<file path="src/rtl/clock_div_pkg.sv">
// Shared types and helpers for the programmable clock divider.
package clock_div_pkg;

    typedef enum logic [1:0] {
        MODE_OFF    = 2'd0,
        MODE_BYPASS = 2'd1,
        MODE_EVEN   = 2'd2,
        MODE_ODD    = 2'd3
    } div_mode_e;

    // Ratios 0 and 1 pass the source clock straight through.
    localparam int unsigned BYPASS_MAX = 32'd1;

    function automatic logic is_bypass(input int unsigned ratio);
        return (ratio <= BYPASS_MAX);
    endfunction

    function automatic div_mode_e mode_for_ratio(input int unsigned ratio);
        div_mode_e mode;
        if (ratio <= BYPASS_MAX) begin
            mode = MODE_BYPASS;
        end else if (ratio[0]) begin
            mode = MODE_ODD;
        end else begin
            mode = MODE_EVEN;
        end
        return mode;
    endfunction

endpackage

</file>
<file path="src/rtl/clock_div_if.sv">
// Ratio request and divided clock between the clocking controller and the divider.
interface clock_div_if #(
    parameter int SIZE = 3
);
    logic [SIZE-1:0] N;
    logic            out;

    modport master (output N, input  out);
    modport slave  (input  N, output out);
endinterface

</file>
<file path="src/rtl/clock_div_counter.sv">
// Modulo-n_eff counter; the ratio is re-captured only at a wrap or while bypassing.
module clock_div_counter
    import clock_div_pkg::*;
#(
    parameter int SIZE = 3
) (
    input  logic            in,
    input  logic            reset,
    input  logic [SIZE-1:0] ratio,
    output logic [SIZE-1:0] cnt,
    output logic [SIZE-1:0] n_eff
);

    logic [SIZE-1:0] cnt_r;
    logic [SIZE-1:0] n_eff_r;
    logic            bypass_s;
    logic            wrap_s;

    // Decode bypass and last-count-of-period from the held ratio.
    always_comb begin
        bypass_s = is_bypass(32'(n_eff_r));
        wrap_s   = (cnt_r == (n_eff_r - SIZE'(1)));
    end

    // Counter and ratio capture; a new ratio never lands mid-period.
    always_ff @(posedge in) begin
        if (reset) begin
            cnt_r   <= '0;
            n_eff_r <= '0;
        end else if (bypass_s) begin
            cnt_r   <= '0;
            n_eff_r <= ratio;
        end else if (wrap_s) begin
            cnt_r   <= '0;
            n_eff_r <= ratio;
        end else begin
            cnt_r   <= cnt_r + SIZE'(1);
            n_eff_r <= n_eff_r;
        end
    end

    assign cnt   = cnt_r;
    assign n_eff = n_eff_r;

endmodule

</file>
<file path="src/rtl/clock_div.sv">
// Programmable integer clock divider with 50% duty for odd and even ratios.
module clock_div
    import clock_div_pkg::*;
#(
    parameter int SIZE = 3
) (
    input  logic      in,
    input  logic      reset,
    clock_div_if.slave bus
);

    logic [SIZE-1:0] cnt_s;
    logic [SIZE-1:0] n_eff_s;
    logic [SIZE:0]   half_s;
    logic            bypass_s;
    logic            high_phase_s;
    logic            pos_r;
    logic            neg_r;
    logic            rst_r;
    div_mode_e       mode_r;
    logic            out_s;

    clock_div_counter #(.SIZE(SIZE)) u_counter (
        .in    (in),
        .reset (reset),
        .ratio (bus.N),
        .cnt   (cnt_s),
        .n_eff (n_eff_s)
    );

    // High phase lasts ceil(n_eff/2) counts; odd ratios are trimmed by neg_r.
    always_comb begin
        bypass_s     = is_bypass(32'(n_eff_s));
        half_s       = ({1'b0, n_eff_s} + (SIZE+1)'(1)) >> 1;
        high_phase_s = ({1'b0, cnt_s} < half_s);
    end

    // Duty flop and output blanking flag on the source rising edge.
    always_ff @(posedge in) begin
        if (reset) begin
            pos_r <= 1'b0;
            rst_r <= 1'b1;
        end else begin
            rst_r <= 1'b0;
            if (bypass_s) begin
                pos_r <= 1'b0;
            end else begin
                pos_r <= high_phase_s;
            end
        end
    end

    // Falling-edge stage: half-cycle duty correction and the output mux select,
    // so the select only moves while the source clock is low.
    always_ff @(negedge in) begin
        if (rst_r) begin
            neg_r  <= 1'b0;
            mode_r <= MODE_OFF;
        end else begin
            neg_r  <= pos_r;
            mode_r <= mode_for_ratio(32'(n_eff_s));
        end
    end

    // Output mux; held low during reset and until the first post-reset select.
    always_comb begin
        out_s = 1'b0;
        if (rst_r || (mode_r == MODE_OFF)) begin
            out_s = 1'b0;
        end else begin
            case (mode_r)
                MODE_BYPASS: out_s = in;
                MODE_EVEN:   out_s = pos_r;
                MODE_ODD:    out_s = pos_r & neg_r;
                default:     out_s = 1'b0;
            endcase
        end
    end

    assign bus.out = out_s;

endmodule

</file>
<file path="src/flat_wrapper.sv">
// flat-port wrapper written by rule: the top's interface ports become plain ports
module clock_div_flat import clock_div_pkg::*;
#(
    parameter int SIZE = 3
)
  (in, reset, bus_N, bus_out);
  clock_div_if #(.SIZE(SIZE)) bus_i ();
  input  logic in;
  input  logic reset;
  input wire logic [$bits(bus_i.N)-1:0] bus_N;
  output wire logic [$bits(bus_i.out)-1:0] bus_out;
  assign bus_i.N = bus_N;
  assign bus_out = bus_i.out;
  clock_div #(.SIZE(SIZE)) u_core (.in(in), .reset(reset), .bus(bus_i));
endmodule
</file>
<file path="config.mk">
export PLATFORM = sky130hd
export DESIGN_NAME = clock_div_flat
export DESIGN_NICKNAME = d
export VERILOG_FILES = /design/src/rtl/clock_div_pkg.sv /design/src/rtl/clock_div_if.sv /design/src/rtl/clock_div_counter.sv /design/src/rtl/clock_div.sv /design/src/flat_wrapper.sv
export SDC_FILE = /design/constraint.sdc
export NUM_CORES = 1
export LEC_CHECK = 0
export ABC_AREA = 1
export CAP_MARGIN = 25
export CORE_UTILIZATION = 45
export CTS_BUF_LIST = sky130_fd_sc_hd__clkbuf_4 sky130_fd_sc_hd__clkbuf_8
export CTS_CLUSTER_SIZE = 12
export DETAILED_ROUTE_END_ITERATION = 7
export GPL_TIMING_DRIVEN = 0
export PLACE_DENSITY = 0.7
export SYNTH_ARGS = -nofsm -noshare
export SYNTH_HDL_FRONTEND = slang
export SYNTH_HIERARCHICAL = 1
export SYNTH_SLANG_ARGS = --single-unit
</file>
<file path="constraint.sdc">
create_clock -name in -period 2.5 [get_ports in]
set_input_delay 0.5 -clock in [delete_from_list [all_inputs] [get_ports in]]
set_output_delay 0.5 -clock in [all_outputs]
set_load 0.02 [all_outputs]
</file>
==> flow_summary.json <==
{
  "status": "finished with violations",
  "violations": "setup timing",
  "gp_routability_congestion": 0.797,
  "clk_latency_ns": 0.45,
  "grt_max_degree": 10,
  "syn_nets": 105,
  "slowest_stage": "dfxtp_2",
  "r2r_end": "u_core/mode_r[0]",
  "die-area_mm2": 0.00163,
  "post_drt_wl_per_cell_um": 9.05,
  "syn_to_final_growth_pct": 20.2,
  "path_cells": "nand2_1, inv_1, nand2_1, a21oi_2, buf_6",
  "cap_violations": 0,
  "drive_gt1_share_pct": 21.5,
  "dp_slack_ns": -0.413,
  "synth_area_per_cell_um2": 7.13,
  "grt_pass1_vias": 494,
  "design.core.area_mm2": 0.00133,
  "routed_wl_um": 1100,
  "slew_violations": 0,
  "drt_first_pass_iters": 4,
  "r2r_start": "u_core/u_counter/n_eff[1]",
  "vias": 584,
  "final_util_pct": 59.8,
  "via_per_inst": 4.79,
  "cpMostUsedCell": "nand2_1",
  "synthCells": 93,
  "hold_depth": 1,
  "seq_area_frac_synth_pct": 33.2,
  "drc": 0,
  "tightest_slew_ns": 0.322,
  "worstSetupPathType": "reg2out",
  "dp_hpwl_um": 842,
  "worstPathRequired_ns": 2.00,
  "p_leak_nw": 0.400,
  "crit_fanout": 2,
  "powerDensity_mw_per_mm2": 867,
  "layoutNonFillerInstCount": 122,
  "finClkSkew_ns": 0.0780,
  "synth_area_um2": 663,
  "layout_commonest_cell": "nand2_1",
  "grt_use_total_pct": 18.3,
  "cp.arrival_ns": 2.43,
  "hold_viol_final": 0,
  "endpoint_kind": "output port",
  "overflow": 0,
  "drt_iter0_markers": 4,
  "cts_tree": "yes",
  "placed_cells": 113,
  "start_util_pct": 49.7,
  "layout_common_cells": "nand2_1 (22), inv_1 (21), dfxtp_1 (8), ha_1 (7)",
  "ant_nets": 0,
  "reg2regPathDepth": 6,
  "antenna_found_initial": 0,
  "grt_pass1_wl_um": 1840,
  "clk_pin_slew_ns": 0.07,
  "hp-start": "u_core/u_counter/cnt[0]",
  "setup-tns-final_ns": -0.435,
  "layout_setup_ws_ns": -0.435,
  "io_buffers": 5,
  "ios": 6,
  "hold_end": "u_core/u_counter/cnt[0]",
  "cts.hold.buffers_added": 0,
  "yosys_warnings": 6,
  "start_kind": "register",
  "diodes": 0,
  "ff2ff_setup_slack_ns": 0.24,
  "maxSlewHeadroom_pct": 78.4,
  "setup_viol": 3,
  "fp-row-count": 13,
  "hold_path_class": "reg2reg",
  "max_stage_delay_ns": 0.31,
  "die_x_um": 40.4,
  "die_h_um": 40.4,
  "rsz0062_at_grt": "yes",
  "nets": 120,
  "ys_seq_elements": 11,
  "worst_ir_drop_vdd_mv": 0.469,
  "synth_cell_types": 17
}
## worst max-delay path by stage
stage | start | to | slack, ns | cells after the start
3_3_place_gp | u_core/mode_r[1] | bus_out | -0.42 | 3
6_report | u_core/mode_r[1] | bus_out | -0.43 | 5
3_5_place_dp | u_core/mode_r[1] | bus_out | -0.41 | 3
4_1_cts | u_core/mode_r[1] | bus_out | -0.46 | 3
5_1_grt | u_core/mode_r[1] | bus_out | -0.49 | 5
2_1_floorplan | u_core/mode_r[1] | bus_out | 0.05 | 2
## cells by family (layout without fill, tap and decap cells)
group	count (synthesis)	in the layout	synth area share, %
and+or+nand+nor	44	44	33.4
buffers and inverters	23	37	13.0
AOI/OAI and AO/OA	6	6	4.53
adders and majority gates	7	7	13.2
xor gates and xnor gates	2	2	2.64
DFF	11	11	33.2
## Yosys cell counts, drive strengths merged
master,n,area [um2]
nand2,26,108
dfxtp,11,220
o21ai,1,5.00
inv,22,82.6
a21oi,5,25.0
clkinv,1,3.75
nor2,9,46.3
nand3b,2,15.0
ha,7,87.6
xnor2,2,17.5
nand3,7,52.6
## metal layers
metal / vias up / wire (um) / GRT usage (%)
met1: 263 / 450 / 17.2
met4: 0 / 13 / 10.0
met3: 2 / 66 / 12.2
met5: - / 0 / 0
li1: 308 / - / -
met2: 11 / 573 / 29.8
## power by group
group / switching [mW] / total [mW] / internal, mW / leakage (nW)
Combinational: 0.130 / 0.216 / 0.0863 / 0.254
Sequential: 0.0374 / 0.246 / 0.209 / 0.0916
Clock: 0.0991 / 0.228 / 0.129 / 0.0543
Total: 0.267 / 0.691 / 0.424 / 0.400
## registers in the layout (all words and copies together), names as in the netlist
name / count
u_core/u_counter/cnt: 3
u_core/u_counter/n_eff: 3
u_core/mode_r: 2
u_core/neg_r: 1
u_core/pos_r: 1
u_core/rst_r: 1
## stage by stage
step           hold WS [ns]  power [mW]  cell area, um2
2_1_floorplan         0.441       0.447             667
3_3_place_gp          0.481       0.490             736
3_5_place_dp          0.481       0.499             736
4_1_cts               0.498       0.705             792
5_1_grt               0.523       0.756             797
6_report              0.492       0.691             797
## worst max-delay path: cells and delay by family, from the launching register on
family | cells | cell delay, ns
compound gates | 1 | 0.14
buf+inv | 2 | 0.19
flops | 1 | 0.31
simple gates | 2 | 0.11
## layout make-up
type / count / area [um2]
inverter: 22 / 82.6
timing repair buffer: 4 / 40.0
fill: 130 / 537
sequential: 11 / 224
clock inverter: 4 / 15.0
clock buffer: 7 / 56.3
tap: 15 / 18.8
multi-input combinational: 59 / 360
## what timing repair did
action | in CTS | in global routing
resized for setup | 7 | 2
endpoints found under the setup margin | 3 | 3
setup buffers | 0 | 0
pin swaps | 0 | 1
Note: power is estimated with default switching activity, not from simulation.
